--- config.mk ---
export PLATFORM = sky130hd
export DESIGN_NAME = uart_tx_flat
export DESIGN_NICKNAME = d
export VERILOG_FILES = /design/src/rtl/uart_tx_if.sv /design/src/rtl/uart_tx.sv /design/src/flat_wrapper.sv
export SDC_FILE = /design/constraint.sdc
export NUM_CORES = 1
export LEC_CHECK = 0
export BUFFER_PORTS_ARGS = -buffer_cell sky130_fd_sc_hd__buf_2
export CAP_MARGIN = 10
export CORE_AREA = 2 2 74 76
export CTS_CLUSTER_DIAMETER = 80
export DETAILED_ROUTE_END_ITERATION = 16
export DIE_AREA = 0 0 76 78
export PLACE_DENSITY = 0.54
export SKIP_CTS_REPAIR_TIMING = 1
export SYNTH_ARGS = -nofsm -noshare
export SYNTH_HDL_FRONTEND = slang
export SYNTH_SLANG_ARGS = --single-unit
--- constraint.sdc ---
create_clock -name sys_clk -period 2.7 [get_ports sys_clk]
set_clock_uncertainty 0.1 [all_clocks]
set_input_delay 0.405 -clock sys_clk [delete_from_list [all_inputs] [get_ports sys_clk]]
set_output_delay 0.405 -clock sys_clk [all_outputs]
set_load 0.03 [all_outputs]
--- src/rtl/uart_tx_if.sv ---
// uart_tx_if: parallel byte handshake plus serial line and status for uart_tx
interface uart_tx_if;
  logic [7:0] pi_data;
  logic       pi_flag;
  logic       pi_ready;
  logic       tx;
  logic       tx_busy;
  logic       tx_done;
  logic       drop_err;
  modport master (output pi_data, pi_flag, input pi_ready, tx, tx_busy, tx_done, drop_err);
  modport slave (input pi_data, pi_flag, output pi_ready, tx, tx_busy, tx_done, drop_err);
endinterface

--- src/rtl/uart_tx.sv ---
// uart_tx: 8-bit, no-parity UART transmitter (1 or 2 stop bits) with a one-deep holding register
module uart_tx #(
  parameter int UART_BPS  = 9600,
  parameter int CLK_FREQ  = 50_000_000,
  parameter int STOP_BITS = 1
) (
  input logic      sys_clk,
  input logic      sys_rst,
  uart_tx_if.slave bus
);
  localparam int BAUD_CNT_MAX = CLK_FREQ / UART_BPS;
  localparam int CW = $clog2(BAUD_CNT_MAX) > 0 ? $clog2(BAUD_CNT_MAX) : 1;
  localparam logic [CW-1:0] BAUD_LAST = CW'(BAUD_CNT_MAX - 1);
  localparam logic [CW-1:0] BAUD_PRE  = CW'(BAUD_CNT_MAX - 2);
  localparam logic STOP_LAST = 1'(STOP_BITS - 1);
  typedef enum logic [1:0] {IDLE, START, DATA, STOP} state_t;
  state_t        r_state;
  logic [CW-1:0] r_baud_cnt;
  logic [2:0]    r_bit_cnt;
  logic          r_stop_cnt;
  logic [7:0]    r_shift;
  logic [7:0]    r_hold;
  logic          r_hold_valid;
  logic          r_tx;
  logic          r_done;
  logic          r_drop;
  logic          w_bit_end;
  logic          w_last_stop;
  logic          w_launch_pt;
  logic          w_launch;
  assign w_bit_end   = r_baud_cnt == BAUD_LAST;
  assign w_last_stop = r_state == STOP && r_stop_cnt == STOP_LAST;
  assign w_launch_pt = r_state == IDLE || (w_last_stop && w_bit_end);
  assign w_launch    = w_launch_pt && (r_hold_valid || bus.pi_flag);
  assign bus.pi_ready = ~r_hold_valid;
  assign bus.tx       = r_tx;
  assign bus.tx_busy  = r_state != IDLE;
  assign bus.tx_done  = r_done;
  assign bus.drop_err = r_drop;
  // Frame sequencer: launch at L (idle or last stop cycle), then one baud period per start/data/stop bit
  always_ff @(posedge sys_clk or posedge sys_rst)
    if (sys_rst) begin
      r_state    <= IDLE;
      r_baud_cnt <= '0;
      r_bit_cnt  <= '0;
      r_stop_cnt <= 1'b0;
      r_shift    <= '0;
      r_tx       <= 1'b1;
      r_done     <= 1'b0;
    end else begin
      r_done <= w_last_stop && r_baud_cnt == BAUD_PRE;
      if (w_launch) begin
        r_state    <= START;
        r_baud_cnt <= '0;
        r_bit_cnt  <= '0;
        r_stop_cnt <= 1'b0;
        r_shift    <= r_hold_valid ? r_hold : bus.pi_data;
        r_tx       <= 1'b0;
      end else if (w_launch_pt) begin
        r_state    <= IDLE;
        r_baud_cnt <= '0;
        r_tx       <= 1'b1;
      end else begin
        r_baud_cnt <= w_bit_end ? '0 : r_baud_cnt + 1'b1;
        if (w_bit_end)
          case (r_state)
            START: begin
              r_state <= DATA;
              r_tx    <= r_shift[0];
            end
            DATA:
              if (r_bit_cnt == 3'd7) begin
                r_state <= STOP;
                r_tx    <= 1'b1;
              end else begin
                r_shift   <= r_shift >> 1;
                r_tx      <= r_shift[1];
                r_bit_cnt <= r_bit_cnt + 1'b1;
              end
            default: r_stop_cnt <= r_stop_cnt + 1'b1;
          endcase
      end
    end
  // Holding register: fills when empty unless the byte bypasses at L; a flag while full is dropped
  always_ff @(posedge sys_clk or posedge sys_rst)
    if (sys_rst) begin
      r_hold_valid <= 1'b0;
      r_hold       <= '0;
      r_drop       <= 1'b0;
    end else begin
      r_drop <= bus.pi_flag && r_hold_valid;
      if (w_launch_pt && r_hold_valid)
        r_hold_valid <= 1'b0;
      else if (bus.pi_flag && !r_hold_valid && !w_launch_pt) begin
        r_hold_valid <= 1'b1;
        r_hold       <= bus.pi_data;
      end
    end
endmodule

--- src/flat_wrapper.sv ---
// flat-port wrapper written by rule: the top's interface ports become plain ports
module uart_tx_flat 
#(
  parameter int UART_BPS  = 9600,
  parameter int CLK_FREQ  = 50_000_000,
  parameter int STOP_BITS = 1
)
  (sys_clk, sys_rst, bus_pi_data, bus_pi_flag, bus_pi_ready, bus_tx, bus_tx_busy, bus_tx_done, bus_drop_err);
  uart_tx_if bus_i ();
  input logic sys_clk;
  input logic sys_rst;
  input wire logic [$bits(bus_i.pi_data)-1:0] bus_pi_data;
  input wire logic [$bits(bus_i.pi_flag)-1:0] bus_pi_flag;
  output wire logic [$bits(bus_i.pi_ready)-1:0] bus_pi_ready;
  output wire logic [$bits(bus_i.tx)-1:0] bus_tx;
  output wire logic [$bits(bus_i.tx_busy)-1:0] bus_tx_busy;
  output wire logic [$bits(bus_i.tx_done)-1:0] bus_tx_done;
  output wire logic [$bits(bus_i.drop_err)-1:0] bus_drop_err;
  assign bus_i.pi_data = bus_pi_data;
  assign bus_i.pi_flag = bus_pi_flag;
  assign bus_pi_ready = bus_i.pi_ready;
  assign bus_tx = bus_i.tx;
  assign bus_tx_busy = bus_i.tx_busy;
  assign bus_tx_done = bus_i.tx_done;
  assign bus_drop_err = bus_i.drop_err;
  uart_tx #(.UART_BPS(UART_BPS), .CLK_FREQ(CLK_FREQ), .STOP_BITS(STOP_BITS)) u_core (.sys_clk(sys_clk), .sys_rst(sys_rst), .bus(bus_i));
endmodule
==> out/metrics.yaml <==
critical_path_arrival_ps: 2540
clkSinkCount: 39
die_area_um2: 5928
synth_cell_types: 38
tritoncts.num_buffers: 5
width_of_the_die_um: 76
detailedRoute.firstIterationViolations: 48
grt_util_met3_pct: 4.186
setup_ws_ps: 238.9
slew-limit-headroom_pct: 58.73
fillCellCount: 493
port_buffers: 15
maximum_single_stage_delay_on_the_critical_path_ps: 620
grt_overflow_total: 0
synth.yosys.seq_area_share_pct: 49.81
top_usage_layer: "met2"
drt-total-wl_um: 3506
dp_hpwl_um: 2543
placement.cell_area_um2: 2123
worst_setup_path_endpoint: "u_core.r_shift[5]$_DFFE_PP0P_"
timing.critical_path.cells: "or3b_1, or4_1, or4_4, mux2i_1, mux2i_1"
totalNegativeSetupSlack_ps: 0
area_delta_synth_final_pct: 13.52
power.switching_mw: 0.2365
routed-via-count: 1314
pre_cts_slack_ps: 226.3
worst-path-stages: 5
mostFrequentLayoutCells: "sky130_fd_sc_hd__dfrtp_1, sky130_fd_sc_hd__mux2i_1, sky130_fd_sc_hd__nor2_1"
rows: 26
grt_pass1_wl_um: 6092
clk_pin_slew_ps: 80
period_needed_ps: 2461
critical-path-slowest-cell: "sky130_fd_sc_hd__or4_4"
track_usage_pct: 12.87
final_layout_size_suffix_gt1_share_pct: 22.00
detail_route.wl_per_cell_um: 12.99
cp_common_cell: "sky130_fd_sc_hd__mux2i_1"
path_max_fanout: 11
finalSetupViolations: 0
worst-r2r-cell-count: 5
synthesized_netlist_cell_count: 177
post-route-cell-area_um2: 2227
run_status: "finished, final reports clean"
powerDensity_nw_per_um2: 489.4
worstMarginPinSlew_ps: 619.1
kind_of_critical_path: "reg -> reg"
diode_insertion_count_for_antenna_repair: 0
commonest_non_fill_non_tap_cell_in_the_layout: "sky130_fd_sc_hd__dfrtp_1"
swShare_pct: 21.70
clock_path_buffers: 2
dr.pass1.iters: 4
timing.critical_path.max_delay_family: "simple AND/OR/NAND/NOR gates"
rrSetupSlack_ps: 240
ctsRootBufferMaster: "sky130_fd_sc_hd__clkbuf_8"
cp.required_ps: 2780
timing.rr.end: "u_core.r_shift[5]$_DFFE_PP0P_"
post_route_antenna_net_violation_count: 0
rsz_0062_raised_after_global_routing: "false"
clk-insertion-delay-late_ps: 280
die_h_um: 78
synth.largest_area_cell: "sky130_fd_sc_hd__dfrtp_1"
worstHoldPathType: "in -> async"
critPathLaunch: "u_core.r_baud_cnt[8]$_DFF_PP0_"
crit_path_end_kind: "flip-flop"
fin_cells: 270
htree_num_levels: 2
fp.coreArea_um2: 5042
cts_tree: "yes"
ys_ff_latch: 39
drcViolationCount: 0
netlist.area_leader.share_pct: 48.47
place.gp.congestion: 0.7823
num_io_pins: 16
synth-warning-count: 0
final_min_period_over_clock_period_pct: 91.15
leakagePower_nw: 1.059
gr-usage-met1_pct: 16.36
vias_in_the_first_global_route: 1362
cp-start-kind: "flip-flop"
place_inst: 262
worstPathBufferInverterCount: 0
post_synth_main_area_contributors: "sky130_fd_sc_hd__dfrtp_1, sky130_fd_sc_hd__mux2i_1, sky130_fd_sc_hd__mux2_2"
clkPwrFrac_pct: 40.2
synthesis.area_um2: 1962
syn-mean-instance-area_um2: 11.08
antenna_found_initial: 0
final_util_pct: 44.17
maximum_number_of_pins_on_one_net_before_global_route_repair: 40
hold_vio_cnt_final: 0
gr_met2_demand_resource_pct: 21.07
timing.max_cap.violations: 0
max-vdd-ir-drop_mv: 0.2977
initial_utilization_pct: 38.91
nNetsFinal: 217
sequentialPowerShare_pct: 55.5
fmax_ghz: 0.4063
syn_nets: 195
intPower_mw: 0.8535
combinationalPowerShare_pct: 4.3
maxSlewViolCount: 0
viasPerCell: 4.867
regToRegStartpoint: "u_core.r_baud_cnt[8]$_DFF_PP0_"
-- worst min-delay path, stage by stage --
cell,delay [ps]
sky130_fd_sc_hd__buf_2,90
sky130_fd_sc_hd__inv_1,40
sky130_fd_sc_hd__buf_4,420
-- power groups by stage --
stage,Sequential [mW],Clock [mW],Combinational (mW)
2_1_floorplan,0.616,0,0.0295
3_3_place_gp,0.616,0,0.0471
3_5_place_dp,0.617,0,0.0485
4_1_cts,0.605,0.459,0.0484
5_1_grt,0.607,0.479,0.0532
6_report,0.605,0.439,0.0463
-- Yosys cell counts, drive strengths merged --
library cell	count
a211o	1
a21oi	1
a22oi	1
a31oi	1
and2	2
and2b	1
and3	2
buf	4
clkbuf	1
dfrtp	38
dfstp	1
ha	7
inv	8
mux2	8
mux2i	24
nand2	11
nand2b	2
nand3	9
nand3b	1
nand4	2
nand4bb	1
nor2	22
nor3	2
nor3b	2
nor4	1
o21ai	6
or2	1
or2b	2
or3	1
or3b	1
or4	2
xnor2	4
xor2	7
-- registers in the layout, summed over array words and instances (netlist names) --
| register | count |
|---|---|
| u_core.r_state | 2 |
| u_core.r_hold_valid | 1 |
| u_core.r_shift | 8 |
| u_core.r_stop_cnt | 1 |
| u_core.r_baud_cnt | 13 |
| u_core.bus.tx | 1 |
| u_core.bus.tx_done | 1 |
| u_core.r_hold | 8 |
| u_core.r_bit_cnt | 3 |
| u_core.bus.drop_err | 1 |
-- worst min path at each step --
stage	endpoint	slack, ps	depth (start not counted)
detailed placement	u_core.bus.tx$_DFFE_PP1P_	400	2
CTS	u_core.r_hold[6]$_DFFE_PP0P_	130	3
global route	u_core.r_hold[6]$_DFFE_PP0P_	170	3
floorplan	u_core.r_baud_cnt[0]$_DFF_PP0_	370	1
global placement	u_core.r_hold[3]$_DFFE_PP0P_	390	1
finish	u_core.r_shift[7]$_DFFE_PP0P_	120	3
-- cell type report --
type,instances,area [um2],share of cell area [%]
multi-input combinational,125,915.9,41.12
clock inverter,1,7.507,0.3371
timing repair buffer,20,112.6,5.056
inverter,8,30.03,1.348
sequential,39,977.2,43.88
clock buffer,7,96.34,4.326
tap,70,87.58,3.933
-- cell families (layout without fill, tap and decap cells) --
kind of cell	count (synthesis)	after routing	share of synthesized area, %
and+or+nand+nor	65	65	17.35
AOI/OAI and AO/OA	10	10	3.125
DFF	39	39	49.81
buffers and inverters	13	36	3.507
muxes	32	32	16.84
adders and majority gates	7	7	4.464
xor gates and xnor gates	11	11	4.911
-- metrics by stage --
step                      power (mW)  hold slack (ps)
after global routing           1.139            166.8
after detailed placement      0.6655            395.3
final                          1.090            122.1
after global placement        0.6628            388.8
after CTS                      1.113            131.1
after floorplan               0.6460            373.9
-- per-layer routing --
layer / vias to the layer above / wire length (um) / share of wire (%)
met4: 0 / 22 / 0.63
met1: 648 / 1666 / 48
met3: 2 / 118 / 3.4
met5: - / 0 / 0
met2: 18 / 1699 / 48
li1: 646 / - / -
No activity file was read; power rests on OpenSTA's default activity.
